[src/rtl/multicycle_ctrl.sv]
// Main control FSM for a multicycle RV32 datapath: per-state datapath selects and
// write strobes, a sticky illegal-opcode trap and a retired-instruction counter.
module multicycle_ctrl (
    input  logic        clk,
    input  logic        rst_n,
    input  logic [6:0]  op,
    input  logic        zero,
    input  logic        mem_ready,
    output logic        mem_req,
    output logic        MemWrite,
    output logic        AdrSrc,
    output logic        IRWrite,
    output logic        PCWrite,
    output logic        RegWrite,
    output logic [1:0]  ALUSrcA,
    output logic [1:0]  ALUSrcB,
    output logic [1:0]  ALUOp,
    output logic [1:0]  ResultSrc,
    output logic        illegal,
    output logic [3:0]  state,
    output logic [31:0] retired
);

    // state    | meaning
    // FETCH    | read instruction at PC, PC <= PC+4 when memory answers
    // DECODE   | register read, branch target precompute
    // MEMADR   | effective address for load/store
    // MEMREAD  | load access, held until mem_ready
    // MEMWB    | load data to register file
    // MEMWRITE | store access, held until mem_ready
    // EXECR    | register-register ALU op
    // EXECI    | register-immediate ALU op
    // ALUWB    | ALU result to register file
    // BEQ      | compare, redirect PC on zero
    // JAL      | PC <= target, link computed in ALUWB
    // TRAP     | unsupported opcode, parked until reset
    localparam logic [3:0] S_FETCH    = 4'd0;
    localparam logic [3:0] S_DECODE   = 4'd1;
    localparam logic [3:0] S_MEMADR   = 4'd2;
    localparam logic [3:0] S_MEMREAD  = 4'd3;
    localparam logic [3:0] S_MEMWB    = 4'd4;
    localparam logic [3:0] S_MEMWRITE = 4'd5;
    localparam logic [3:0] S_EXECR    = 4'd6;
    localparam logic [3:0] S_EXECI    = 4'd7;
    localparam logic [3:0] S_ALUWB    = 4'd8;
    localparam logic [3:0] S_BEQ      = 4'd9;
    localparam logic [3:0] S_JAL      = 4'd10;
    localparam logic [3:0] S_TRAP     = 4'd11;

    localparam logic [6:0] OP_LOAD  = 7'b0000011;
    localparam logic [6:0] OP_STORE = 7'b0100011;
    localparam logic [6:0] OP_RTYPE = 7'b0110011;
    localparam logic [6:0] OP_ITYPE = 7'b0010011;
    localparam logic [6:0] OP_BEQ   = 7'b1100011;
    localparam logic [6:0] OP_JAL   = 7'b1101111;

    logic [3:0] state_nxt;
    logic       retire;

    always_comb begin
        state_nxt = S_TRAP;
        retire    = 1'b0;
        case (state)
            S_FETCH:    state_nxt = mem_ready ? S_DECODE : S_FETCH;
            S_DECODE: begin
                case (op)
                    OP_LOAD, OP_STORE: state_nxt = S_MEMADR;
                    OP_RTYPE:          state_nxt = S_EXECR;
                    OP_ITYPE:          state_nxt = S_EXECI;
                    OP_BEQ:            state_nxt = S_BEQ;
                    OP_JAL:            state_nxt = S_JAL;
                    default:           state_nxt = S_TRAP;
                endcase
            end
            S_MEMADR:   state_nxt = (op == OP_LOAD) ? S_MEMREAD : S_MEMWRITE;
            S_MEMREAD:  state_nxt = mem_ready ? S_MEMWB : S_MEMREAD;
            S_MEMWB: begin
                state_nxt = S_FETCH;
                retire    = 1'b1;
            end
            S_MEMWRITE: begin
                state_nxt = mem_ready ? S_FETCH : S_MEMWRITE;
                retire    = mem_ready;
            end
            S_EXECR:    state_nxt = S_ALUWB;
            S_EXECI:    state_nxt = S_ALUWB;
            S_ALUWB: begin
                state_nxt = S_FETCH;
                retire    = 1'b1;
            end
            S_BEQ: begin
                state_nxt = S_FETCH;
                retire    = 1'b1;
            end
            S_JAL:      state_nxt = S_ALUWB;
            default:    state_nxt = S_TRAP;
        endcase
    end

    always_ff @(posedge clk or negedge rst_n) begin
        if (!rst_n) begin
            state   <= S_FETCH;
            illegal <= 1'b0;
            retired <= 32'd0;
        end else begin
            state <= state_nxt;
            if (state_nxt == S_TRAP)
                illegal <= 1'b1;
            if (retire)
                retired <= retired + 32'd1;
        end
    end

    // Moore outputs; only FETCH IRWrite/PCWrite and BEQ PCWrite look at inputs.
    always_comb begin
        mem_req   = 1'b0;
        MemWrite  = 1'b0;
        AdrSrc    = 1'b0;
        IRWrite   = 1'b0;
        PCWrite   = 1'b0;
        RegWrite  = 1'b0;
        ALUSrcA   = 2'b00;
        ALUSrcB   = 2'b00;
        ALUOp     = 2'b00;
        ResultSrc = 2'b00;
        case (state)
            S_FETCH: begin
                mem_req   = 1'b1;
                ALUSrcB   = 2'b10;
                ResultSrc = 2'b10;
                IRWrite   = mem_ready;
                PCWrite   = mem_ready;
            end
            S_DECODE: begin
                ALUSrcA = 2'b01;
                ALUSrcB = 2'b01;
            end
            S_MEMADR: begin
                ALUSrcA = 2'b10;
                ALUSrcB = 2'b01;
            end
            S_MEMREAD: begin
                mem_req = 1'b1;
                AdrSrc  = 1'b1;
            end
            S_MEMWRITE: begin
                mem_req  = 1'b1;
                AdrSrc   = 1'b1;
                MemWrite = 1'b1;
            end
            S_MEMWB: begin
                ResultSrc = 2'b01;
                RegWrite  = 1'b1;
            end
            S_EXECR: begin
                ALUSrcA = 2'b10;
                ALUOp   = 2'b10;
            end
            S_EXECI: begin
                ALUSrcA = 2'b10;
                ALUSrcB = 2'b01;
                ALUOp   = 2'b10;
            end
            S_ALUWB:  RegWrite = 1'b1;
            S_BEQ: begin
                ALUSrcA = 2'b10;
                ALUOp   = 2'b01;
                PCWrite = zero;
            end
            S_JAL: begin
                ALUSrcA = 2'b01;
                ALUSrcB = 2'b10;
                PCWrite = 1'b1;
            end
            default: ;
        endcase
    end

endmodule

[config.mk]
export PLATFORM = sky130hd
export DESIGN_NAME = multicycle_ctrl
export DESIGN_NICKNAME = d
export VERILOG_FILES = /design/src/rtl/multicycle_ctrl.sv
export SDC_FILE = /design/constraint.sdc
export NUM_CORES = 1
export LEC_CHECK = 0
export CAP_MARGIN = 20
export CORE_MARGIN = 2
export CORE_UTILIZATION = 47
export DETAILED_ROUTE_END_ITERATION = 12
export GPL_TIMING_DRIVEN = 1
export PLACE_DENSITY = 0.82
export SYNTH_ARGS = -nofsm -noshare
export SYNTH_HDL_FRONTEND = slang
export SYNTH_SLANG_ARGS = --single-unit
[constraint.sdc]
create_clock -name clk -period 2.4 [get_ports clk]
set_input_delay 0.72 -clock clk [delete_from_list [all_inputs] [get_ports clk]]
set_output_delay 0.72 -clock clk [all_outputs]
set_load 0.005 [all_outputs]
==> results.py <==
metrics = {
    "timing": {
        "slew_headroom_pct": 46.5,
        "finalHoldViolCount": 0,
        "post-route-period-util_pct": 97.7,
        "max_clock_freq_mhz": 427,
        "hold_ws_ps": 480,
        "clock_skew_ps": 10.2,
        "setup_tns_ps": 0,
        "tightest_slew_ps": 802,
        "timing.final.crit_period_ps": 2340,
        "setup_viol_count_final": 0,
        "drv_slew": 0,
    },
    "logic_synthesis": {
        "synth.largest_area_cell": "dfrtp_1",
        "synth_nets": 220,
        "synth_top_cells_by_area": "dfrtp_1 (45%), xnor2_1 (9.4%), xor2_1 (5.1%)",
        "syn-cell-area_um2": 2050,
        "async_reset_ff_share_pct": 100,
        "synth_ff_type": "dfrtp_1",
        "syn_inst": 208,
        "yosys_register_bits": 37,
        "synthTopCellsByCount": "dfrtp_1 (37), xnor2_1 (22), nor2_1 (18)",
        "post-synth-top-area-fraction_pct": 45.2,
        "synth-edff-count": 0,
        "synth_cell_types": 44,
        "yosys_warnings": 0,
        "yosysSeqAreaShare_pct": 45.2,
        "yosysMostFrequentCell": "dfrtp_1",
        "avgSynthCellArea_um2": 9.85,
    },
    "grt": {
        "grt_pass1_wl_um": 8590,
        "track_usage_pct": 21.8,
        "antenna_found_initial": 0,
        "grt_max_degree": 38,
        "overflow": 0,
        "grt_pass1_vias": 1859,
    },
    "clock_network": {
        "path_clk_slew_ps": 80,
        "clock_path_buffers": 2,
        "clock_latency_ps": 290,
        "cts_sinks": 37,
        "htree_levels": 2,
        "clockRootBuffer": "clkbuf_8",
        "numCtsBuffers": 5,
        "cts_tree": "yes",
    },
    "final_layout": {
        "fin_nets": 310,
        "finalNonFillerCells": 351,
        "n_fill_cell": 320,
        "antenna_cells": 0,
        "area_growth_pct": 48.9,
        "drive_above_1_share_pct": 20.7,
        "fin_area_um2": 3050,
    },
    "die": {
        "core_area_um2": 4260,
        "die_y_um": 70.0,
        "std_cell_rows": 24,
        "initial_core_util_pct": 48.0,
        "ios": 62,
        "die_x_um": 70.0,
        "die_area_um2": 4900,
    },
    "route": {
        "vias": 1888,
        "drc": 0,
        "wire_per_inst_um": 14.9,
        "drt_iter0_markers": 105,
        "routed_wl_um": 5220,
        "viasPerCell": 5.38,
        "ant_nets": 0,
        "dr.pass1.iters": 4,
    },
    "worst_setup_path": {
        "crit_path_cell_trace": "buf_6 > nor2b_2 > and2_1 > clkdlybuf4s50_1",
        "reg2reg_depth": 5,
        "path_delay_family": "buffers and inverters",
        "worstPathArrival_ps": 1620,
        "critical_path_class": "flop to primary output",
        "cp.required_ps": 1680,
        "critPathBufInv": 2,
        "slowest_stage": "clkdlybuf4s50_1",
        "slowest_delay_ps": 460,
        "worst-path-stages": 4,
        "endpoint_kind": "primary output",
        "cp-start-kind": "flop",
        "crit_fanout": 6,
    },
    "worst_hold_path": {
        "holdPathStages": 1,
        "hold_class": "flop to flop",
    },
    "placement": {
        "port_buffers": 61,
        "placed_cells": 327,
        "dpl.hpwl_um": 3450,
        "placed_cell_area_um2": 2790,
        "place_congestion": 0.793,
    },
    "power": {
        "p_leak_uw": 0.00143,
        "finalPower_uw": 2780,
        "powerDensity_nw_per_um2": 912,
        "vdd_drop_max_mv": 0.603,
    },
    "flow_run": {
        "max_cap_viol_count": 0,
    },
    "status": {
        "status": "complete, no violations",
    },
}
-- kinds of logic after synthesis --
kind of cell | Yosys count | share of synthesized area, %
and+or+nand+nor | 102 | 29.4
DFF | 37 | 45.2
xor gates and xnor gates | 34 | 14.5
AOI/OAI and AO/OA | 21 | 6.96
buffers and inverters | 12 | 2.75
muxes | 1 | 0.550
adders and majority gates | 1 | 0.611
-- per-stage QoR --
step / util [%] / worst slack, ps
after floorplan: - / 320
after global placement: 65.3 / -350
after detailed placement: 65.3 / -412
after CTS: 71.0 / -3.27
after global routing: 71.5 / -36.2
final: 71.5 / 55.7
-- timing repair --
item                       4_1_cts  5_1_grt
setup endpoints to repair       14       10
hold endpoints to repair         0        0
resized for setup               31        5
pin swaps                        0        4
cloned                           0        0
setup buffers                   14        2
hold buffers                     0        0
-- layout by cell type (no fill, tap or decap), types with 4 or more instances in the layout --
master / instances
dlygate4sd2_1: 9
dfrtp_1: 33
dfrtp_2: 4
xnor2_1: 22
nand4_1: 7
clkbuf_8: 5
clkdlybuf4s50_1: 46
nand3_1: 12
xor2_1: 12
nor3_1: 5
buf_4: 26
a21oi_1: 7
nor2_1: 18
nand2_1: 16
and2_1: 6
nand2b_1: 5
and3_1: 7
-- metal layers --
metal | share of wire [%] | vias up | global-route usage [%]
li1 | - | 904 | -
met1 | 44 | 925 | 28.4
met2 | 48 | 48 | 35.3
met3 | 6.0 | 11 | 5.05
met4 | 1.9 | 0 | 8.55
met5 | 0 | - | 0
-- path summary, 6_finish.rpt --
check,startpoint,end,slack [ps]
max reg2reg,retired[2],retired[17],500
max,state[2],ALUOp[1],60
min reg2reg,retired[31],retired[31],480
min in group asynchronous,rst_n,retired[30],500
max in group asynchronous,rst_n,state[3],1320
min,retired[31],retired[31],480
-- final cells by class --
cell class              count  area (um^2)  area share (%)
multi-input cells         159         1110            36.3
flip-flops and latches     37          931            30.5
repair buffers             92          855            28.0
clock buffers               6         72.6            2.38
well taps                  52         65.1            2.13
inverters                   3         11.3           0.369
clock inverters             2         10.0           0.328
-- where the power goes --
part | switching (uW) | total [uW] | internal, uW | leakage (uW)
registers | 107 | 823 | 715 | 0.000486
logic | 678 | 1520 | 846 | 0.000894
clock network | 232 | 433 | 202 | 0.0000450
-- sequential cells by signal, indices dropped and copies added, names as in the netlist --
signal and count:
retired 32, illegal 1, state 4
Power figures use the tool's default switching activity.
